### config.mk
export PLATFORM = sky130hd
export DESIGN_NAME = fft_result_streamer
export DESIGN_NICKNAME = d
export VERILOG_FILES = /design/src/rtl/fft_result_streamer.sv
export SDC_FILE = /design/constraint.sdc
export NUM_CORES = 1
export LEC_CHECK = 0
export CAP_MARGIN = 25
export CORE_MARGIN = 8
export CORE_UTILIZATION = 56
export CTS_BUF_LIST = sky130_fd_sc_hd__clkbuf_8
export DETAILED_ROUTE_END_ITERATION = 10
export HOLD_SLACK_MARGIN = 0.06
export PLACE_DENSITY = 0.86
export RECOVER_POWER = 25
export SETUP_SLACK_MARGIN = 0.5
export SLEW_MARGIN = 25
export SYNTH_ARGS = -nofsm -noshare
export SYNTH_HDL_FRONTEND = slang
export SYNTH_SLANG_ARGS = --single-unit
### constraint.sdc
create_clock -name clk -period 44.9 [get_ports clk]
set_clock_uncertainty 0.15 [all_clocks]
set_input_delay 6.735 -clock clk [delete_from_list [all_inputs] [get_ports clk]]
set_output_delay 6.735 -clock clk [all_outputs]
set_load 0.1 [all_outputs]
### src/rtl/fft_result_streamer.sv
// Snapshots the FFT core's parallel bins after its pipeline latency and streams
// them one bin per valid/ready transfer, with optional bit-reversed reads and scaling.
module fft_result_streamer #(
   parameter int DATA_W      = 16,
   parameter int N           = 16,
   parameter int LATENCY     = 4,
   parameter int BIT_REVERSE = 0,
   parameter int SHIFT       = 0
) (
   input  logic                   clk,
   input  logic                   rst,
   input  logic                   start,
   input  logic [N*DATA_W-1:0]    in_re,
   input  logic [N*DATA_W-1:0]    in_im,
   output logic                   out_valid,
   input  logic                   out_ready,
   output logic [DATA_W-1:0]      out_re,
   output logic [DATA_W-1:0]      out_im,
   output logic [$clog2(N)-1:0]   out_index,
   output logic                   out_last,
   output logic                   busy,
   output logic                   overrun
);

   localparam int IW = $clog2(N);
   localparam int CW = 4;
   localparam logic [IW-1:0] LAST_IDX  = IW'(N - 1);
   localparam logic [CW-1:0] CNT_START = CW'(LATENCY - 1);

   typedef enum logic [1:0] {IDLE, WAIT, STREAM} state_t;

   state_t                   state, state_n;
   logic [CW-1:0]            cnt, cnt_n;
   logic [IW-1:0]            idx, idx_n;
   logic                     capture;
   logic                     drop;
   logic                     xfer;
   logic                     final_xfer;
   logic signed [DATA_W-1:0] buf_re [N];
   logic signed [DATA_W-1:0] buf_im [N];
   logic [IW-1:0]            slot;
   logic signed [DATA_W-1:0] sel_re, sel_im;

   function automatic logic [IW-1:0] bitrev(input logic [IW-1:0] v);
      logic [IW-1:0] r;
      r = '0;
      for (int i = 0; i < IW; i++) r[i] = v[IW-1-i];
      return r;
   endfunction

   assign xfer       = (state == STREAM) && out_ready;
   assign final_xfer = xfer && (idx == LAST_IDX);

   always_comb begin
      state_n = state;
      cnt_n   = cnt;
      idx_n   = idx;
      capture = 1'b0;
      drop    = 1'b0;
      case (state)
         IDLE: begin
            if (start) begin
               state_n = WAIT;
               cnt_n   = CNT_START;
            end
         end
         WAIT: begin
            drop = start;
            if (cnt == '0) begin
               capture = 1'b1;
               idx_n   = '0;
               state_n = STREAM;
            end else begin
               cnt_n = cnt - CW'(1);
            end
         end
         STREAM: begin
            if (xfer) idx_n = idx + IW'(1);
            // A start coinciding with the last transfer chains the next frame.
            if (final_xfer) begin
               if (start) begin
                  state_n = WAIT;
                  cnt_n   = CNT_START;
               end else begin
                  state_n = IDLE;
               end
            end else begin
               drop = start;
            end
         end
         default: state_n = IDLE;
      endcase
   end

   always_ff @(posedge clk or posedge rst) begin
      if (rst) begin
         state   <= IDLE;
         cnt     <= '0;
         idx     <= '0;
         overrun <= 1'b0;
         for (int k = 0; k < N; k++) begin
            buf_re[k] <= '0;
            buf_im[k] <= '0;
         end
      end else begin
         state   <= state_n;
         cnt     <= cnt_n;
         idx     <= idx_n;
         overrun <= drop;
         if (capture) begin
            for (int k = 0; k < N; k++) begin
               buf_re[k] <= in_re[k*DATA_W +: DATA_W];
               buf_im[k] <= in_im[k*DATA_W +: DATA_W];
            end
         end
      end
   end

   // out_index stays natural; only the buffer read slot is permuted.
   assign slot      = (BIT_REVERSE != 0) ? bitrev(idx) : idx;
   assign sel_re    = buf_re[slot];
   assign sel_im    = buf_im[slot];
   assign out_re    = sel_re >>> SHIFT;
   assign out_im    = sel_im >>> SHIFT;
   assign out_valid = (state == STREAM);
   assign out_index = idx;
   assign out_last  = out_valid && (idx == LAST_IDX);
   assign busy      = (state != IDLE);

endmodule
==> results.json <==
{
  "synth_cells": 1432,
  "ys_types": 40,
  "path_max_fanout": 48,
  "drc": 0,
  "use_met1_pct": 33.8,
  "grt_usage_pct": 30.1,
  "layoutNonFillerInstCount": 2631,
  "reg2reg_depth": 6,
  "clkLatencyLatePin_ns": 0.64,
  "period_needed_ns": 11.79,
  "ys_async_sr_fraction_pct": 100,
  "cts_buffer_depth": 3,
  "area_growth_pct": 33.3,
  "grt-busiest-layer": "met2",
  "ios": 556,
  "grt_pass1_wl_um": 107000,
  "synth_enable_flop_cells": 0,
  "core-area_sq_um": 41700,
  "whs_ns": 0.331,
  "crit_type": "register to primary output",
  "cts_tree": "built",
  "hold-path-endpoint": "buf_re[86]",
  "portBuffers": 555,
  "drive_above_1_share_pct": 22.0,
  "rows": 75,
  "tightestPinTransition_ns": 1.08,
  "min_path_type": "register to register",
  "fmax_mhz": 84.8,
  "netlist_area_sq_um": 23400,
  "die_area_sq_um": 48700,
  "r2r-start": "state[1]",
  "yosysTopAreaCell": "dfrtp_1",
  "grt_use_met3_pct": 10.9,
  "cp-end-kind": "primary output",
  "cts.sinks": 523,
  "status": "complete, no violations",
  "fin_crit_sh_pct": 26.3,
  "clockRootBuffer": "clkbuf_8",
  "ys.flop_type": "dfrtp_1",
  "regArea_sq_um": 13100,
  "grt_pass1_vias": 17197,
  "slew_viol_final": 0,
  "first_pass_iters": 5,
  "nets": 2512,
  "hold_buffers": 0,
  "wire_per_inst_um": 27.8,
  "routed_wl_um": 73100,
  "avgSynthCellArea_sq_um": 16.4,
  "arrival_ns": 4.90,
  "cap_viol_max_count": 0,
  "yosys-top-cells-area": "dfrtp_1, mux2_1, mux4_2, mux2_2, a22oi_1",
  "antenna_found_initial": 55,
  "vias_per_cell": 5.85,
  "power_density_nw_per_um2": 63.6,
  "synth_nets": 1956,
  "critPathBufInv": 2,
  "synth_warnings": 0,
  "worstPathCellList": "buf_4 -> mux4_2 -> a22oi_1 -> nand2_1 -> clkdlybuf4s50_1",
  "yosys.area.top_type_share_pct": 55.8,
  "cts_htree_levels": 3,
  "synth_most_common_cell": "dfrtp_1",
  "tns_ns": 0,
  "grt_max_degree": 179,
  "yosys_register_bits": 523,
  "clk_pin_slew_worst_paths_ns": 0.06,
  "post_cts_buffers": 0,
  "hp-start": "buf_re[86]",
  "rsz0062_at_grt": "no",
  "numCtsBuffers": 87,
  "power.leakage_nw": 14.6,
  "start_util_pct": 56.3,
  "critical_path.max_stage_delay_ns": 1.04,
  "cts_resized": 0,
  "use_met2_pct": 50.4,
  "nFillCells": 2521,
  "hold_path_depth": 1,
  "critPathSlowestCell": "dfrtp_4",
  "drt_iter0_markers": 1392,
  "setup_violations": 0,
  "cp-start-kind": "register",
  "pre_cts_ws_ns": 33.69,
  "dp.cells": 2437,
  "crit_required_ns": 38.01,
  "dieWidth_um": 221,
  "die_h_um": 221,
  "grt-ovfl-total": 0,
  "power_mw": 1.99,
  "reg2reg_to": "buf_im[20]",
  "hold_violations": 0,
  "dp_hpwl_um": 53800,
  "synthTopCellsByCount": "dfrtp_1, mux2_1, mux2_2",
  "ant_nets": 0,
  "crit_family": "buffers and inverters",
  "vias": 15390,
  "multi_input_area_sq_um": 9720,
  "ys_seq_area_share_pct": 55.8,
  "slew_headroom_pct": 27.7,
  "gp_congestion": 0.893,
  "ir_drop_mv": 0.0573,
  "rrSetupSlack_ns": 41.36,
  "finalWorstSetupSlack_ns": 33.11
}
## area by class of cell
class                           instances  area share [%]
Antenna cell                           38           0.304
Clock buffer                          120            5.28
Clock inverter                         35           0.737
Inverter                                9           0.132
Multi-Input combinational cell        795            31.1
Sequential cell                       523            41.9
Tap cell                              539            2.16
Timing Repair Buffer                  572            18.4
## worst reg2reg max path, stage by stage, from the launching register on
cell     delay, ns
dfrtp_1       0.42
inv_1         0.11
ha_1          0.39
nor3b_4       0.33
buf_6         0.68
buf_4         0.85
mux2_2        0.49
## through the flow
| stage | area (sq um) | utilization [%] |
|---|---|---|
| after floorplan | 23400 | - |
| after global placement | 29200 | 70.1 |
| after detailed placement | 29200 | 70.2 |
| after CTS | 31100 | 74.7 |
| after global routing | 31200 | 74.9 |
| final | 31300 | 75.0 |
## where the power goes
part | total, mW | switching [mW] | internal (mW)
logic | 0.702 | 0.357 | 0.345
clock network | 0.447 | 0.193 | 0.254
registers | 0.840 | 0.143 | 0.697
## kinds of logic after synthesis
group           Yosys count  share of synthesized area (%)
xor+xnor                  1                         0.0374
compound gates           82                           2.61
buf+inv                 114                           2.88
simple gates             60                           1.17
fa+ha+maj                 8                          0.427
flops                   523                           55.8
mux                     644                           37.1
## cell usage in the layout, fill, tap and decap left out, drive strengths merged, types with 5 or more instances in the layout
cell type	count
mux2	515
clkinv	6
nand2	39
clkbuf	120
nor2	5
a22oi	64
clkdlybuf4s50	283
mux4	128
diode	38
buf	18
dfrtp	523
dlygate4sd3	271
inv	33
ha	8
## registers in the layout (all words and copies together) (netlist names)
name       cells
buf_im       256
buf_re       256
cnt            4
out_index      4
state          2
overrun        1
## per-layer routing
| metal | vias up | wire, um |
|---|---|---|
| met2 | 684 | 36300 |
| met3 | 198 | 7270 |
| li1 | 6539 | - |
| met4 | 44 | 3700 |
| met5 | - | 258 |
| met1 | 7925 | 25500 |
## worst max path at each step
stage / startpoint / end / cells past startpoint / slack [ns]
after global routing: out_index[0] / out_re[7] / 5 / 32.88
after detailed placement: out_index[0] / out_re[7] / 5 / 33.69
final: out_index[0] / out_re[7] / 5 / 33.11
after floorplan: rst / buf_im[0] / 1 / 23.40
after CTS: out_index[0] / out_re[7] / 5 / 32.98
after global placement: out_index[0] / out_re[7] / 5 / 33.70
Note: power is estimated with default switching activity, not from simulation.
